--- src/rtl/lsu_mem_master_pkg.sv ---
// Shared types for the LSU memory master: access size codes, FSM states and
// the response value used whenever no load data is returned.
package lsu_pkg;

    typedef enum logic [1:0] {
        SZ_BYTE = 2'b00,
        SZ_HALF = 2'b01,
        SZ_WORD = 2'b10,
        SZ_ILL  = 2'b11
    } size_e;

    typedef enum logic [2:0] {
        S_IDLE,
        S_LD_REQ,
        S_LD_DATA,
        S_ST_WR,
        S_RMW_RD,
        S_RMW_WR
    } state_e;

    localparam logic [31:0] RESP_NONE = 32'h0;

endpackage

--- src/rtl/lsu_mem_master_align.sv ---
// Lane handling for the LSU: load extract with sign/zero extension, sub-word
// store merge into the read-back word, and request legality check.
module lsu_align
    import lsu_pkg::*;
#(
    parameter int unsigned ADDR_WIDTH = 7
) (
    input  size_e       req_size_i,
    input  logic [31:0] req_addr_i,
    output logic        err_o,
    input  size_e       size_i,
    input  logic [1:0]  lane_i,
    input  logic        unsigned_i,
    input  logic [31:0] wdata_i,
    input  logic [31:0] rdata_i,
    output logic [31:0] ld_data_o,
    output logic [31:0] st_data_o
);

    logic [7:0]  byte_sel;
    logic [15:0] half_sel;

    always_comb begin
        err_o = (req_size_i == SZ_ILL)
              | ((req_size_i == SZ_HALF) && req_addr_i[0])
              | ((req_size_i == SZ_WORD) && (req_addr_i[1:0] != 2'b00))
              | ((req_addr_i >> (ADDR_WIDTH + 2)) != '0);
    end

    always_comb begin
        byte_sel = rdata_i[8*lane_i +: 8];
        half_sel = lane_i[1] ? rdata_i[31:16] : rdata_i[15:0];
        ld_data_o = rdata_i;
        st_data_o = rdata_i;
        case (size_i)
            SZ_BYTE: begin
                ld_data_o = unsigned_i ? {24'h0, byte_sel} : {{24{byte_sel[7]}}, byte_sel};
                st_data_o[8*lane_i +: 8] = wdata_i[7:0];
            end
            SZ_HALF: begin
                ld_data_o = unsigned_i ? {16'h0, half_sel} : {{16{half_sel[15]}}, half_sel};
                st_data_o[16*lane_i[1] +: 16] = wdata_i[15:0];
            end
            default: begin
                ld_data_o = rdata_i;
                st_data_o = wdata_i;
            end
        endcase
    end

endmodule

--- src/rtl/lsu_mem_master.sv ---
// Byte-addressed load/store front end for a word-wide single-port memory;
// sub-word stores are done as read-modify-write.
module lsu_mem_master
    import lsu_pkg::*;
#(
    parameter int unsigned DATA_WIDTH = 32,
    parameter int unsigned ADDR_WIDTH = 7,
    parameter int unsigned NUM_WORDS  = 128
) (
    input  logic                  clk,
    input  logic                  rst_n,
    input  logic                  req_valid,
    output logic                  req_ready,
    input  logic                  req_we,
    input  logic [1:0]            req_size,
    input  logic                  req_unsigned,
    input  logic [31:0]           req_addr,
    input  logic [31:0]           req_wdata,
    output logic                  resp_valid,
    output logic                  resp_err,
    output logic [DATA_WIDTH-1:0] resp_rdata,
    output logic                  mem_request,
    output logic                  mem_we,
    output logic [ADDR_WIDTH-1:0] mem_addr,
    output logic [DATA_WIDTH-1:0] mem_wdata,
    input  logic [DATA_WIDTH-1:0] mem_rdata
);

    if (DATA_WIDTH != 32 || NUM_WORDS != (1 << ADDR_WIDTH)) begin : g_cfg_err
        $error("lsu_mem_master: unsupported DATA_WIDTH/NUM_WORDS");
    end

    state_e              state_q, state_d;
    logic [ADDR_WIDTH+1:0] addr_q;
    size_e               size_q;
    logic                uns_q;
    logic [31:0]         wdata_q;
    logic                resp_valid_q, resp_valid_d;
    logic                resp_err_q, resp_err_d;
    logic [31:0]         resp_rdata_q, resp_rdata_d;
    logic                accept;
    logic                req_err;
    logic [31:0]         ld_data;
    logic [31:0]         st_data;

    lsu_align #(
        .ADDR_WIDTH(ADDR_WIDTH)
    ) u_align (
        .req_size_i (size_e'(req_size)),
        .req_addr_i (req_addr),
        .err_o      (req_err),
        .size_i     (size_q),
        .lane_i     (addr_q[1:0]),
        .unsigned_i (uns_q),
        .wdata_i    (wdata_q),
        .rdata_i    (mem_rdata),
        .ld_data_o  (ld_data),
        .st_data_o  (st_data)
    );

    assign req_ready  = rst_n && (state_q == S_IDLE);
    assign accept     = req_valid && req_ready;
    assign resp_valid = resp_valid_q;
    assign resp_err   = resp_err_q;
    assign resp_rdata = resp_rdata_q;

    always_comb begin
        state_d      = state_q;
        resp_valid_d = 1'b0;
        resp_err_d   = 1'b0;
        resp_rdata_d = RESP_NONE;
        case (state_q)
            S_IDLE: begin
                if (accept) begin
                    if (req_err) begin
                        resp_valid_d = 1'b1;
                        resp_err_d   = 1'b1;
                    end else if (!req_we) begin
                        state_d = S_LD_REQ;
                    end else if (size_e'(req_size) == SZ_WORD) begin
                        state_d = S_ST_WR;
                    end else begin
                        state_d = S_RMW_RD;
                    end
                end
            end
            S_LD_REQ:  state_d = S_LD_DATA;
            S_LD_DATA: begin
                state_d      = S_IDLE;
                resp_valid_d = 1'b1;
                resp_rdata_d = ld_data;
            end
            S_ST_WR: begin
                state_d      = S_IDLE;
                resp_valid_d = 1'b1;
            end
            S_RMW_RD:  state_d = S_RMW_WR;
            S_RMW_WR: begin
                state_d      = S_IDLE;
                resp_valid_d = 1'b1;
            end
            default:   state_d = S_IDLE;
        endcase
    end

    // Memory strobes are gated by rst_n because the memory's write port has no reset.
    always_comb begin
        mem_request = 1'b0;
        mem_we      = 1'b0;
        mem_addr    = '0;
        mem_wdata   = '0;
        if (rst_n) begin
            case (state_q)
                S_LD_REQ, S_RMW_RD: begin
                    mem_request = 1'b1;
                    mem_addr    = addr_q[ADDR_WIDTH+1:2];
                end
                S_ST_WR: begin
                    mem_request = 1'b1;
                    mem_we      = 1'b1;
                    mem_addr    = addr_q[ADDR_WIDTH+1:2];
                    mem_wdata   = wdata_q;
                end
                S_RMW_WR: begin
                    mem_request = 1'b1;
                    mem_we      = 1'b1;
                    mem_addr    = addr_q[ADDR_WIDTH+1:2];
                    mem_wdata   = st_data;
                end
                default: ;
            endcase
        end
    end

    always_ff @(posedge clk) begin
        if (!rst_n) begin
            state_q      <= S_IDLE;
            addr_q       <= '0;
            size_q       <= SZ_BYTE;
            uns_q        <= 1'b0;
            wdata_q      <= '0;
            resp_valid_q <= 1'b0;
            resp_err_q   <= 1'b0;
            resp_rdata_q <= '0;
        end else begin
            state_q      <= state_d;
            resp_valid_q <= resp_valid_d;
            resp_err_q   <= resp_err_d;
            resp_rdata_q <= resp_rdata_d;
            if (accept) begin
                addr_q  <= req_addr[ADDR_WIDTH+1:0];
                size_q  <= size_e'(req_size);
                uns_q   <= req_unsigned;
                wdata_q <= req_wdata;
            end
        end
    end

endmodule

--- config.mk ---
export PLATFORM = sky130hd
export DESIGN_NAME = lsu_mem_master
export DESIGN_NICKNAME = d
export VERILOG_FILES = /design/src/rtl/lsu_mem_master_pkg.sv /design/src/rtl/lsu_mem_master_align.sv /design/src/rtl/lsu_mem_master.sv
export SDC_FILE = /design/constraint.sdc
export NUM_CORES = 1
export LEC_CHECK = 0
export ABC_CLOCK_PERIOD_IN_PS = 1960
export BUFFER_PORTS_ARGS = -buffer_cell sky130_fd_sc_hd__buf_2
export CORE_MARGIN = 2
export CORE_UTILIZATION = 47
export CTS_BUF_LIST = sky130_fd_sc_hd__clkbuf_4 sky130_fd_sc_hd__clkbuf_8
export CTS_CLUSTER_SIZE = 20
export DETAILED_ROUTE_END_ITERATION = 8
export HOLD_SLACK_MARGIN = 0.12
export PLACE_DENSITY_LB_ADDON = 0.15
export SLEW_MARGIN = 20
export SYNTH_ARGS = -nofsm -noshare
export SYNTH_HDL_FRONTEND = slang
export SYNTH_SLANG_ARGS = --single-unit
export TNS_END_PERCENT = 1
--- constraint.sdc ---
create_clock -name clk -period 1.96 [get_ports clk]
set_clock_uncertainty 0.15 [all_clocks]
set_input_delay 0 -clock clk [delete_from_list [all_inputs] [get_ports clk]]
set_output_delay 0 -clock clk [all_outputs]
set_load 0.01 [all_outputs]
# Word level (Yosys, flattened, before mapping)
# Cells that the tools add are included.
# op_classes
reduce_logical	14
n_eq_ne	11
shift	5
mux	23
add_sub_neg	2
bitwise_logic	3
# ops
op	n
one-hot mux 32 bit (2 select lines)	3
two-way mux 32 bit	3
negation 5 -> 34 bit	2
bitwise mux 32 bit	2
variable shift 16 x 34 -> 32 bit, first input constant	1
variable shift 8 x 34 -> 32 bit, first input constant	1
variable part select 16 x 34 -> 32 bit	1
variable part select 8 x 34 -> 32 bit	1
nonzero test 32 bit	1
variable part select 32 x 6 -> 8 bit	1
two-way mux 16 bit	1
two-way mux 7 bit	2
two-way mux 3 bit	4
one-hot mux 3 bit (3 select lines)	1
equality test 3 x 2 -> 1 bit, second input constant	2
equality test 3 bit, second input constant	2
two-way mux 1 bit	6
AND reduction 2 bit	3
equality test 2 x 1 -> 1 bit, second input constant	2
equality test 2 bit, second input constant	2
logical AND 1 bit	4
!= test 2 bit, second input constant	2
OR reduction 4 bit	1
equality test 3 x 1 -> 1 bit, second input constant	1
7 further kinds	9
# word_totals
word_cells	66
output_inout_bits	76
in_bits	103
reg_bits	81

# Depth between registers and ports, before layout
# logic_depth
word_depth	8
ltp_mapped	10
mapped_depth_nobuf	6

# Cells and area by module
# From an unflattened synthesis, not the netlist that was laid out.
# unflattened
hier_cells	606
area_unflattened_um2	4894.7
# by_module_without_submodules
mod	instances	seq_area_each_um2	cells_per_inst	area_per_inst_um2
lsu_mem_master	1	1621.6	380	3309.4
lsu_align	1	0.0	226	1585.3

# Least setup slack after synthesis
# No wires, ideal clock.
# synth_timing
kind	register to output
from	register addr_q[0]
to	output mem_wdata[15]
path_stages_with_launch	9
n_path_buf	2
required_time_ns	1.810
slack_ns	-0.416
arrival_time_ns	2.226
path_cell_list	dfxtp_1 > clkbuf_1 > inv_1 > ha_1 > or3b_1 > buf_1 > o22ai_1 > a222oi_1 > nor3_1
# synth_via
elab_chain_cells	6
elab_cells_between_ends	7
classes_between	add/sub: 1; shift: 2; mux: 4
# synth_rtl
element	line	source
start, declared	lsu_mem_master.sv:34	logic [ADDR_WIDTH+1:0] addr_q;
start signal, assigned	lsu_mem_master.sv:151	addr_q <= req_addr[ADDR_WIDTH+1:0];
negation 5 -> 34 bit (*)	lsu_mem_master_align.sv:38	st_data_o[8*lane_i +: 8] = wdata_i[7:0];
variable part select 8 x 34 -> 32 bit or variable shift 8 x 34 -> 32 bit (tied branches)	lsu_mem_master_align.sv:38	
bitwise mux 32 bit (*)	lsu_mem_master_align.sv:38	
one-hot mux 32 bit (2 select lines) (*)	lsu_mem_master_align.sv:35	case (size_i)
one-hot mux 32 bit (2 select lines) (*)	lsu_mem_master.sv:113	case (state_q)
two-way mux 32 bit (*)	lsu_mem_master.sv:112	if (rst_n) begin
end, declared	lsu_mem_master.sv:25	output logic [DATA_WIDTH-1:0] mem_wdata,
# Every way passes the cells marked *; elsewhere a longest branch is shown, timed or not.

# Worst setup path in the final report
# layout_timing
from	register addr_q[1]
to	output mem_wdata[28]
# layout_via
elab_chain_cells	6
elab_cells_between_ends	11
classes_between	add/sub: 2; shift: 4; mux: 5
# layout_rtl
element	line	source
negation 5 -> 34 bit, on equally long branches	lsu_mem_master_align.sv:42, lsu_mem_master_align.sv:38	
variable part select 16 x 34 -> 32 bit (tied with other cells)	lsu_mem_master_align.sv:42	st_data_o[16*lane_i[1] +: 16] = wdata_i[15:0];
bitwise mux 32 bit, on equally long branches	lsu_mem_master_align.sv:42, lsu_mem_master_align.sv:38	
one-hot mux 32 bit (2 select lines) (*)	lsu_mem_master_align.sv:35	
one-hot mux 32 bit (2 select lines) (*)	lsu_mem_master.sv:113	
two-way mux 32 bit (*)	lsu_mem_master.sv:112	
# Marked as above.

==> flow_summary.ini <==
[die]
start_util_pct = 48.1
die_w_um = 107
fp-row-count = 37
core_um2 = 10300
dieArea_um2 = 11400
ioPinCount = 179
die_h_um = 107

[yosys]
yosys.area.top_type_share_pct = 32.8
yosys_warnings = 0
seq_area_frac_synth_pct = 32.8
syn-cell-area_um2 = 4950
synth_nets = 743
synthMostInstantiatedCell = nand2_1
ys.flop_type = dfxtp_1
ys_ff_latch = 81
synthCells = 635
synth_edf_count = 0
synth_cell_types = 55
synthArstFlopShare_pct = 0
ys_top_cells_by_area = dfxtp_1 33%, nand2_1 10%, a21boi_0 6.7%
synth_common_cells = 133 x nand2_1, 81 x dfxtp_1, 53 x a21oi_1
synth_area_per_cell_um2 = 7.79
synth_area_leader_cell = dfxtp_1

[final_layout]
drive_gt1_share_pct = 35.3
num_antenna_cells = 0
area_delta_synth_final_pct = 52.2
fillers = 776
fin_nets = 1005

[route]
vias = 6068
wl_per_cell_um = 19.2
drtPass1Iterations = 7
ant_nets = 0
drtIter0Drc = 562
vias_per_cell = 5.86
drc = 0
routed_wl_um = 19900

[sta]
rsz0062_at_grt = yes
drv_slew = 0
max_freq_mhz = 450
tns_ns = -6.53
tightest_slew_ns = 0.704
finalSetupViolations = 32
hold_viol = 0
finalCritPeriodShare_pct = 113
relSlewSlack_pct = 52.9
post-route-min-period_ns = 2.22
worst_slack_ns = -0.262
hold_ws_ns = 0.278

[cts]
cts_tree = yes
cts_buffers = 9
cts_buffer_depth = 2
cts.sinks = 81
clkTransAtPathRegs_ns = 0.07
clk_latency_ns = 0.35
ctsRootBufferMaster = clkbuf_8
htree_num_levels = 3

[placement]
dp.final_hpwl_um = 13300
portBuffers = 178
gp_congestion = 0.877

[setup_path]
crit_path_top_delay_cell = dfxtp_4
critical_path_required_ns = 1.81
path_cells = buf_12, ha_1, buf_4, nor3b_1, a21oi_1, nor3_1, a221o_1, buf_2
end_kind = output port
arrival_ns = 2.07
path_class = flip-flop to output port
start_kind = flip-flop
cpPeakStageDelay_ns = 0.38
worstPathMaxFanout = 31

[flow_run]
cap_violations = 0

[status]
status = finished with violations
violations = negative setup slack

[grt]
grt_max_degree = 45
grt_pass1_vias = 5786
grt_use_met2_pct = 59.8
antenna_found_initial = 0
grt_pass1_wl_um = 30300
grt.busiest_layer = met2
overflow = 0
use_met3_pct = 5.71
grtUsageTotal_pct = 34.1
met1_usage_pct = 41.7

[worst_hold_path]
hp-class = input port to flip-flop

[power]
peakVddDrop_mv = 0.413
power-per-cell-area_nw_per_um2 = 520
p_leak_nw = 3.26
[routing by layer]
metal	vias up	routed length, um
met2	341	9750
met5	-	0
met3	45	1520
met4	0	646
li1	2832	-
met1	2850	7980
[flip-flops by register name (all words and copies together) (netlist names)]
| signal | flops |
|---|---|
| wdata_q | 32 |
| resp_rdata | 32 |
| uns_q | 1 |
| size_q | 2 |
| addr_q | 9 |
| state_q | 3 |
| resp_valid | 1 |
| resp_err | 1 |
[metrics by stage]
step / cells / area (um^2) / total power [mW] / worst slack, ns / utilization [%]
CTS: 1036 / 7460 / 3.89 / -0.253 / 72.6
global placement: 925 / 6210 / 2.43 / 0.0697 / 60.4
global route: 1036 / 7530 / 4.06 / -0.332 / 73.3
finish: 1036 / 7530 / 3.91 / -0.262 / 73.3
floorplan: 635 / 5070 / 2.14 / -0.0147 / -
detailed placement: 925 / 6210 / 2.44 / 0.0140 / 60.4
[layout make-up]
class	count	area, um^2	area share [%]
multi-input combinational	477	3230	42.9
timing repair buffer	313	2240	29.8
sequential	81	1630	21.6
tap	136	170	2.26
clock buffer	10	131	1.74
clock inverter	4	70.1	0.931
inverter	15	58.8	0.781
[report_power, final]
group	switching [mW]	internal, mW	leakage [nW]
clock network	0.583	0.714	0.105
registers	0.0589	1.69	0.659
logic	0.431	0.439	2.49
[cell families after synthesis]
kind of cell    Yosys count  synth area share, %
buf+inv                  77                 6.96
mux                      25                 5.49
flops                    81                 32.8
compound gates          189                 28.7
fa+ha+maj                 5                 1.26
simple gates            258                 24.8
[worst max-delay path: cells and delay by family, from the launching register on]
family	cells	cell delay, ns
DFF	1	0.38
adders and majority gates	1	0.20
and+or+nand+nor	2	0.14
AOI/OAI and AO/OA	2	0.49
buffers and inverters	3	0.51
[path summary, 6_finish.rpt]
check | slack, ns | start | cells past startpoint | end
worst max-delay path | -0.26 | addr_q[1] | 8 | mem_wdata[28]
worst min-delay path | 0.28 | rst_n | 4 | resp_rdata[12]
worst max register to register | 0.13 | size_q[0] | 6 | resp_rdata[21]
worst min register to register | 0.31 | addr_q[8] | 2 | addr_q[8]
[cells in the final DEF (no fill, tap or decap), drive strengths merged, types with 2 or more instances in the layout]
| master | netlist | final |
|---|---|---|
| o22ai | 8 | 8 |
| nand2 | 133 | 133 |
| nor2b | 3 | 3 |
| a221o | 9 | 9 |
| o211ai | 9 | 9 |
| nand3 | 20 | 20 |
| and3 | 4 | 4 |
| dlygate4sd3 | 0 | 96 |
| nor3 | 31 | 31 |
| a222oi | 15 | 15 |
| and2b | 2 | 2 |
| nand2b | 11 | 11 |
| mux2 | 17 | 17 |
| or2 | 2 | 2 |
| a21boi | 44 | 44 |
| nor3b | 10 | 10 |
| a32o | 8 | 8 |
| a31oi | 2 | 2 |
| o221a | 9 | 9 |
| nor4 | 5 | 5 |
| mux2i | 8 | 8 |
| a22o | 7 | 7 |
| bufinv | 0 | 2 |
| dfxtp | 81 | 81 |
| nor2 | 24 | 24 |
| a21oi | 53 | 53 |
| clkinv | 1 | 3 |
| clkbuf | 35 | 10 |
| a221oi | 8 | 8 |
| and2 | 7 | 7 |
| o221ai | 8 | 8 |
| o21a | 2 | 2 |
| ha | 5 | 5 |
| buf | 27 | 217 |
| inv | 14 | 14 |
[what timing repair did]
action	4_1_cts	5_1_grt
hold buffers	96	0
setup buffers	1	0
hold endpoints to repair	81	0
resized for setup	18	19
pin swaps	8	8
setup endpoints to repair	32	38
Power figures use the tool's default switching activity.
